<file path="config.mk">
export PLATFORM = sky130hd
export DESIGN_NAME = encoder_layer_0_output_dense_bias_add
export DESIGN_NICKNAME = d
export VERILOG_FILES = /design/src/rtl/encoder_layer_0_output_dense_pkg.sv /design/src/rtl/fixed_round_sat.sv /design/src/rtl/encoder_layer_0_output_dense_bias_add.sv
export SDC_FILE = /design/constraint.sdc
export NUM_CORES = 1
export LEC_CHECK = 0
export ABC_AREA = 0
export BUFFER_PORTS_ARGS = -buffer_cell sky130_fd_sc_hd__buf_2
export CORE_MARGIN = 8
export CORE_UTILIZATION = 57
export DETAILED_ROUTE_END_ITERATION = 10
export PLACE_DENSITY = 0.92
export SLEW_MARGIN = 20
export SYNTH_ARGS = -nofsm -noshare
export SYNTH_HDL_FRONTEND = slang
export SYNTH_SLANG_ARGS = --single-unit
</file>
<file path="constraint.sdc">
create_clock -name clk -period 2.5 [get_ports clk]
set_input_delay 0.125 -clock clk [delete_from_list [all_inputs] [get_ports clk]]
set_output_delay 0.125 -clock clk [all_outputs]
set_load 0.01 [all_outputs]
</file>
<file path="src/rtl/encoder_layer_0_output_dense_pkg.sv">
// Shared constants for the encoder layer 0 output-dense bias-add stage.
//
// Holds the fixed-point formats of the data, bias and output streams, the
// beat geometry, and the constants derived from them:
//   ALIGN_SHIFT - left shift that brings the bias onto the data binary point
//   ROUND_SHIFT - right shift that brings the sum onto the output binary point
//   SUM_WIDTH   - width of the aligned sum; wide enough that the add cannot overflow
//   RND_WIDTH   - width of the rounding intermediate (sum plus rounding carry)
//   SAT_MAX/MIN - output clamp bounds, expressed at RND_WIDTH
package encoder_layer_0_output_dense_pkg;

  localparam int DATA_IN_PRECISION_0  = 32;
  localparam int DATA_IN_PRECISION_1  = 6;
  localparam int BIAS_PRECISION_0     = 16;
  localparam int BIAS_PRECISION_1     = 3;
  localparam int DATA_OUT_PRECISION_0 = 16;
  localparam int DATA_OUT_PRECISION_1 = 3;

  localparam int TENSOR_SIZE_DIM_0 = 32;
  localparam int PARALLELISM_DIM_0 = 1;
  localparam int PARALLELISM_DIM_1 = 1;
  localparam int ROW_DEPTH         = TENSOR_SIZE_DIM_0 / PARALLELISM_DIM_0;
  localparam int NUM_ELEM          = PARALLELISM_DIM_0 * PARALLELISM_DIM_1;
  localparam int CNT_WIDTH         = $clog2(ROW_DEPTH) + 1;

  localparam int ALIGN_SHIFT = DATA_IN_PRECISION_1 - BIAS_PRECISION_1;
  localparam int ROUND_SHIFT = DATA_IN_PRECISION_1 - DATA_OUT_PRECISION_1;

  function automatic int max_int(input int a, input int b);
    return (a > b) ? a : b;
  endfunction

  localparam int SUM_WIDTH = max_int(DATA_IN_PRECISION_0, BIAS_PRECISION_0 + ALIGN_SHIFT) + 1;
  localparam int RND_WIDTH = SUM_WIDTH + 1;

  localparam logic signed [RND_WIDTH-1:0] SAT_MAX =
    (RND_WIDTH'(1) << (DATA_OUT_PRECISION_0 - 1)) - RND_WIDTH'(1);
  // Two's complement: the bitwise inverse of 2^(N-1)-1 is -2^(N-1).
  localparam logic signed [RND_WIDTH-1:0] SAT_MIN = ~SAT_MAX;

endpackage

</file>
<file path="src/rtl/fixed_round_sat.sv">
// Combinational round-and-saturate for one element.
//
// Takes the aligned sum (DATA_IN_PRECISION_1 fractional bits), rounds it
// half-up onto DATA_OUT_PRECISION_1 fractional bits with an arithmetic shift,
// then clamps it into the signed output range.
//   sum   in  [SUM_WIDTH-1:0]            signed aligned sum
//   value out [DATA_OUT_PRECISION_0-1:0] rounded, clamped result
//   sat   out 1                          high when the clamp was applied
module fixed_round_sat
  import encoder_layer_0_output_dense_pkg::*;
(
  input  logic [SUM_WIDTH-1:0]            sum,
  output logic [DATA_OUT_PRECISION_0-1:0] value,
  output logic                            sat
);

  logic signed [RND_WIDTH-1:0] sum_ext;
  logic signed [RND_WIDTH-1:0] rounded;

  // One guard bit above the sum so adding the half-LSB cannot wrap.
  assign sum_ext = {sum[SUM_WIDTH-1], sum};

  if (ROUND_SHIFT > 0) begin : g_round
    localparam logic signed [RND_WIDTH-1:0] HALF = RND_WIDTH'(1) << (ROUND_SHIFT - 1);
    assign rounded = (sum_ext + HALF) >>> ROUND_SHIFT;
  end else begin : g_pass
    assign rounded = sum_ext;
  end

  // NOTE: every output gets a default before the branches, so no path leaves
  // it unassigned and no latch is inferred.
  always_comb begin
    sat   = 1'b0;
    value = rounded[DATA_OUT_PRECISION_0-1:0];
    if (rounded > SAT_MAX) begin
      sat   = 1'b1;
      value = SAT_MAX[DATA_OUT_PRECISION_0-1:0];
    end else if (rounded < SAT_MIN) begin
      sat   = 1'b1;
      value = SAT_MIN[DATA_OUT_PRECISION_0-1:0];
    end
  end

endmodule

</file>
<file path="src/rtl/encoder_layer_0_output_dense_bias_add.sv">
// Streaming bias-add for the encoder layer 0 output projection.
//
// Joins one matmul beat with one bias beat, aligns the bias onto the data
// binary point and adds (stage 1), then rounds and saturates onto the output
// format (stage 2). Bias is broadcast across the PARALLELISM_DIM_1 rows.
//   clk, rst            clock; asynchronous active-low reset
//   data_in[*]          matmul beat, element j*P0+i is row j column i
//   data_in_valid/ready handshake of the data stream
//   bias[*]             bias beat, one entry per column
//   bias_valid/ready    handshake of the bias stream
//   data_out[*]         result beat
//   data_out_valid/ready handshake of the result stream
//   data_out_last       high on the final beat of each row
//   sat_flag            sticky; set once any element has been clamped
module encoder_layer_0_output_dense_bias_add
  import encoder_layer_0_output_dense_pkg::*;
(
  input  logic                            clk,
  input  logic                            rst,
  input  logic [DATA_IN_PRECISION_0-1:0]  data_in [NUM_ELEM],
  input  logic                            data_in_valid,
  output logic                            data_in_ready,
  input  logic [BIAS_PRECISION_0-1:0]     bias [PARALLELISM_DIM_0],
  input  logic                            bias_valid,
  output logic                            bias_ready,
  output logic [DATA_OUT_PRECISION_0-1:0] data_out [NUM_ELEM],
  output logic                            data_out_valid,
  input  logic                            data_out_ready,
  output logic                            data_out_last,
  output logic                            sat_flag
);

  logic                            s1_valid;
  logic                            s1_last;
  logic                            s1_ready;
  logic                            s2_ready;
  logic                            s2_load;
  logic                            fire;
  logic                            at_row_end;
  logic [CNT_WIDTH-1:0]            beat_cnt;
  logic [SUM_WIDTH-1:0]            sum_next  [NUM_ELEM];
  logic [SUM_WIDTH-1:0]            s1_sum    [NUM_ELEM];
  logic [DATA_OUT_PRECISION_0-1:0] rnd_value [NUM_ELEM];
  logic [NUM_ELEM-1:0]             rnd_sat;

  // Each stage accepts when empty or when its contents leave this cycle.
  // Stage 1 is held closed during reset so neither input reports ready.
  assign s2_ready = ~data_out_valid | data_out_ready;
  assign s1_ready = rst & (~s1_valid | s2_ready);
  assign s2_load  = s2_ready & s1_valid;

  // Each side's ready depends on the other side's valid so that neither
  // stream can be consumed without its partner.
  assign fire          = data_in_valid & bias_valid & s1_ready;
  assign data_in_ready = bias_valid & s1_ready;
  assign bias_ready    = data_in_valid & s1_ready;

  assign at_row_end = (beat_cnt == CNT_WIDTH'(ROW_DEPTH - 1));

  for (genvar j = 0; j < PARALLELISM_DIM_1; j++) begin : g_row
    for (genvar i = 0; i < PARALLELISM_DIM_0; i++) begin : g_col
      localparam int E = j * PARALLELISM_DIM_0 + i;
      logic signed [SUM_WIDTH-1:0] din_ext;
      logic signed [SUM_WIDTH-1:0] bias_ext;

      assign din_ext     = SUM_WIDTH'($signed(data_in[E]));
      assign bias_ext    = SUM_WIDTH'($signed(bias[i])) <<< ALIGN_SHIFT;
      assign sum_next[E] = din_ext + bias_ext;

      fixed_round_sat u_round_sat (
        .sum   (s1_sum[E]),
        .value (rnd_value[E]),
        .sat   (rnd_sat[E])
      );
    end
  end

  // NOTE: state registers use non-blocking assignments so every flop samples
  // the pre-edge value of every other flop, independent of block order.
  always_ff @(posedge clk or negedge rst) begin
    if (!rst) begin
      s1_valid <= 1'b0;
      s1_last  <= 1'b0;
      beat_cnt <= '0;
    end else begin
      if (s1_ready) s1_valid <= fire;
      if (fire) begin
        s1_last  <= at_row_end;
        beat_cnt <= at_row_end ? '0 : beat_cnt + CNT_WIDTH'(1);
      end
    end
  end

  // NOTE: the stage-1 sum is qualified by s1_valid everywhere it is used, so
  // it carries no reset; that keeps reset fanout off the wide datapath.
  always_ff @(posedge clk) begin
    if (fire) s1_sum <= sum_next;
  end

  always_ff @(posedge clk or negedge rst) begin
    if (!rst) begin
      data_out_valid <= 1'b0;
      data_out_last  <= 1'b0;
      sat_flag       <= 1'b0;
      data_out       <= '{default: '0};
    end else begin
      if (s2_ready) data_out_valid <= s1_valid;
      if (s2_load) begin
        data_out      <= rnd_value;
        data_out_last <= s1_last;
        if (|rnd_sat) sat_flag <= 1'b1;
      end
    end
  end

endmodule

</file>
==> reports/qor.csv <==
metric;value;unit
CTS Buffer Depth;2;
Slew Limit Fails;0;
CTS tree;done;
EDFF count, synth;31;
power density cells;558;nW/um^2
cells along the critical path;and4_4 > and4_4 > nand2_1 > nor3_1 > o311a_1 > nand4_1 > o311ai_4 > clkbuf_16 > o21ai_1;
clk root buf;clkbuf_8;
Clock Latency Late Sink;0.33;ns
synth warn;0;
vias in the first global route;4002;
final setup TNS;-0.0669;ns
Worst Tran Pin Value;0.412;ns
ys flop type;edfxtp_1;
FFs w/ async S/R, synth;46.6;%
Slew HR;71.8;%
min-delay worst type;in -> reg;
global-route wire length before repair;17.4;mm
failing checks;setup timing;
final setup fails;7;
Crit path top cell by count;and4_4;
net switching power;0.000957;W
VDD IR max;0.278;mV
Residual DRC;0;
Mapped Nets;535;
Power Internal;0.00203;W
Post-Syn Instances;450;
period utilization;101;%
Worst-path clk slew;0.06;ns
wire per inst;17.0;um
Synth Area per Inst;9.39;sq um
die height;102;um
antenna-violating nets left;0;
Worst Path Max Fanout;8;
Placement Rows;31;
Initial Util;58.6;%
IO buf count;71;
Pre-antenna DRT Iters;7;
Sink Count;58;
die extent in x;102;um
GP Congestion;0.875;
WS Path Type;reg -> reg;
Clk network pwr share;24.1;%
synthesis-to-finish area growth;26.5;%
Min Hold Slack;0.122;ns
Pwr Total;0.00298;W
filler instances;498;
Via density;6.18;
Core Box Area;7210;sq um
Worst EP required;2.72;ns
Layout Skew;0.00508;ns
main area contributors after synthesis;edfxtp_1 22%, dfrtp_1 16%, ha_1 9.2%;
FF+latch area;1610;sq um
crit path max-delay cell type;edfxtp_1;
routed vias;4205;
antenna violations before repair;1;
CTS Buf Count;9;
hpwl dp;8.16;mm
post-route minimum period;2.52;ns
Netlist cell types;59;
NumNets Final;660;
synthesized cell area;4220;sq um
Multi-input gate area;2550;sq um
P_leak;2.39;nW
achievable frequency;0.397;GHz
commonest cells in the netlist;40 x a21oi_1, 36 x nand2_1, 31 x edfxtp_1, 31 x ha_1, 29 x nor2_1;
WP data arrival;2.73;ns
Final Hold Viols;0;
Worst Setup Slack, final;-0.0164;ns
largest net degree at the start of global routing;36;
Switching Fraction;32.1;%
aggregate global-route resource usage;20.7;%
htree depth;3;
Die ar.;10400;sq um
Reg power frac;43.5;%
Synth Register Bits;58;
Crit. End Element;register;
register area share after synthesis;38.0;%
slowest cell delay on critical path;0.43;ns
startpoint types;register;
Comb power frac;32.5;%
share of cells above drive strength 1;28.1;%
maxcap violations;0;
status;finished with violations;
delay-heaviest family, CP;simple AND/OR/NAND/NOR gates;
drt total wl;11.6;mm
GRT overflow;0;
IO Pins;74;
Initial DRC Count;367;
share of the synthesized area in the top cell type;22.0;%
post-place setup slack;-0.247;ns
crit path buf inv count;1;
dominant cell type by area after synthesis;edfxtp_1;
count leader, synth;a21oi_1;
layout by cell type, fill, tap and decap left out, types with 12 or more instances in the layout:
| master | synthesis | final |
|---|---|---|
| buf_2 | 3 | 71 |
| buf_4 | 1 | 51 |
| a21oi_1 | 40 | 40 |
| nand2_1 | 36 | 36 |
| ha_1 | 31 | 31 |
| edfxtp_1 | 31 | 31 |
| nor2_1 | 29 | 28 |
| dfrtp_1 | 27 | 27 |
| xnor2_1 | 24 | 24 |
| nand3_1 | 23 | 23 |
| xor2_1 | 20 | 20 |
| o21ai_0 | 19 | 19 |
| nand4_1 | 15 | 15 |
| inv_1 | 13 | 13 |
| o21ai_1 | 12 | 12 |
| a21o_1 | 12 | 12 |
per-layer routing:
layer  track usage, %  part of all wire (%)  vias to the layer above
met5                0                     0                        -
met4             10.7                   4.4                        0
met3             4.36                   7.3                       61
met2             37.3                    50                      256
met1             22.3                    39                     1958
li1                 -                     -                     1930
worst register-to-register path, delay by kind of cell, from the launching register on:
family                 cells  cell delay (ns)
AO/OA/AOI/OAI              3             0.66
buffers and inverters      1             0.23
flip-flops                 1             0.43
AND/OR/NAND/NOR            5             1.08
cell families after synthesis:
family | share of synthesized area (%)
AO/OA/AOI/OAI | 19.5
flip-flops | 38.0
multiplexers | 1.24
XOR/XNOR | 9.12
AND/OR/NAND/NOR | 19.4
adder cells (fa/ha/maj) | 9.66
buffers and inverters | 3.05
worst paths after layout:
| kind | cells past startpoint | to | slack, ns | start |
|---|---|---|---|---|
| max | 9 | data_out[4] | -0.02 | s1_sum[10] |
| min | 2 | s1_sum[3] | 0.12 | data_in[3] |
| max reg2reg | 9 | data_out[4] | -0.02 | s1_sum[10] |
| min reg2reg | 2 | sat_flag | 0.48 | sat_flag |
| max in group asynchronous | 3 | data_out[15] | 1.89 | rst |
| min in group asynchronous | 3 | data_out[9] | 0.36 | rst |
registers in the layout (all words and copies together) (netlist names):
signal          count
sat_flag            1
beat_cnt            6
data_out_valid      1
data_out_last       1
s1_valid            1
data_out           16
s1_last             1
s1_sum             31
area by class of cell:
type | instances | area share, %
Sequential cell | 58 | 30.1
Antenna cell | 1 | 0.0468
Timing Repair Buffer | 128 | 15.8
Inverter | 13 | 0.913
Clock inverter | 3 | 0.281
Clock buffer | 13 | 2.79
Multi-Input combinational cell | 365 | 47.8
Tap cell | 99 | 2.32
stage by stage:
| stage | area (sq um) | std cells | utilization (%) |
|---|---|---|---|
| 2_1_floorplan | 4220 | 450 | - |
| 5_1_grt | 5340 | 680 | 74.1 |
| 4_1_cts | 5200 | 670 | 72.0 |
| 3_3_place_gp | 5010 | 652 | 69.5 |
| 6_report | 5340 | 680 | 74.1 |
| 3_5_place_dp | 5010 | 652 | 69.5 |
power groups by stage:
stage / Combinational, W / Clock [W] / Sequential, W
after global routing: 0.00105 / 0.000774 / 0.00131
after detailed placement: 0.000922 / 0 / 0.00131
after global placement: 0.000872 / 0 / 0.00130
final: 0.000969 / 0.000717 / 0.00130
after CTS: 0.000933 / 0.000729 / 0.00129
after floorplan: 0.000521 / 0 / 0.00134
timing repair:
action / 4_1_cts / 5_1_grt
hold endpoints to repair: 28 / 0
endpoints found under the setup margin: 0 / 19
buffers inserted: 0 / 7
resized for setup: 0 / 13
hold buffers: 2 / 0
No activity file was read; power rests on OpenSTA's default activity.
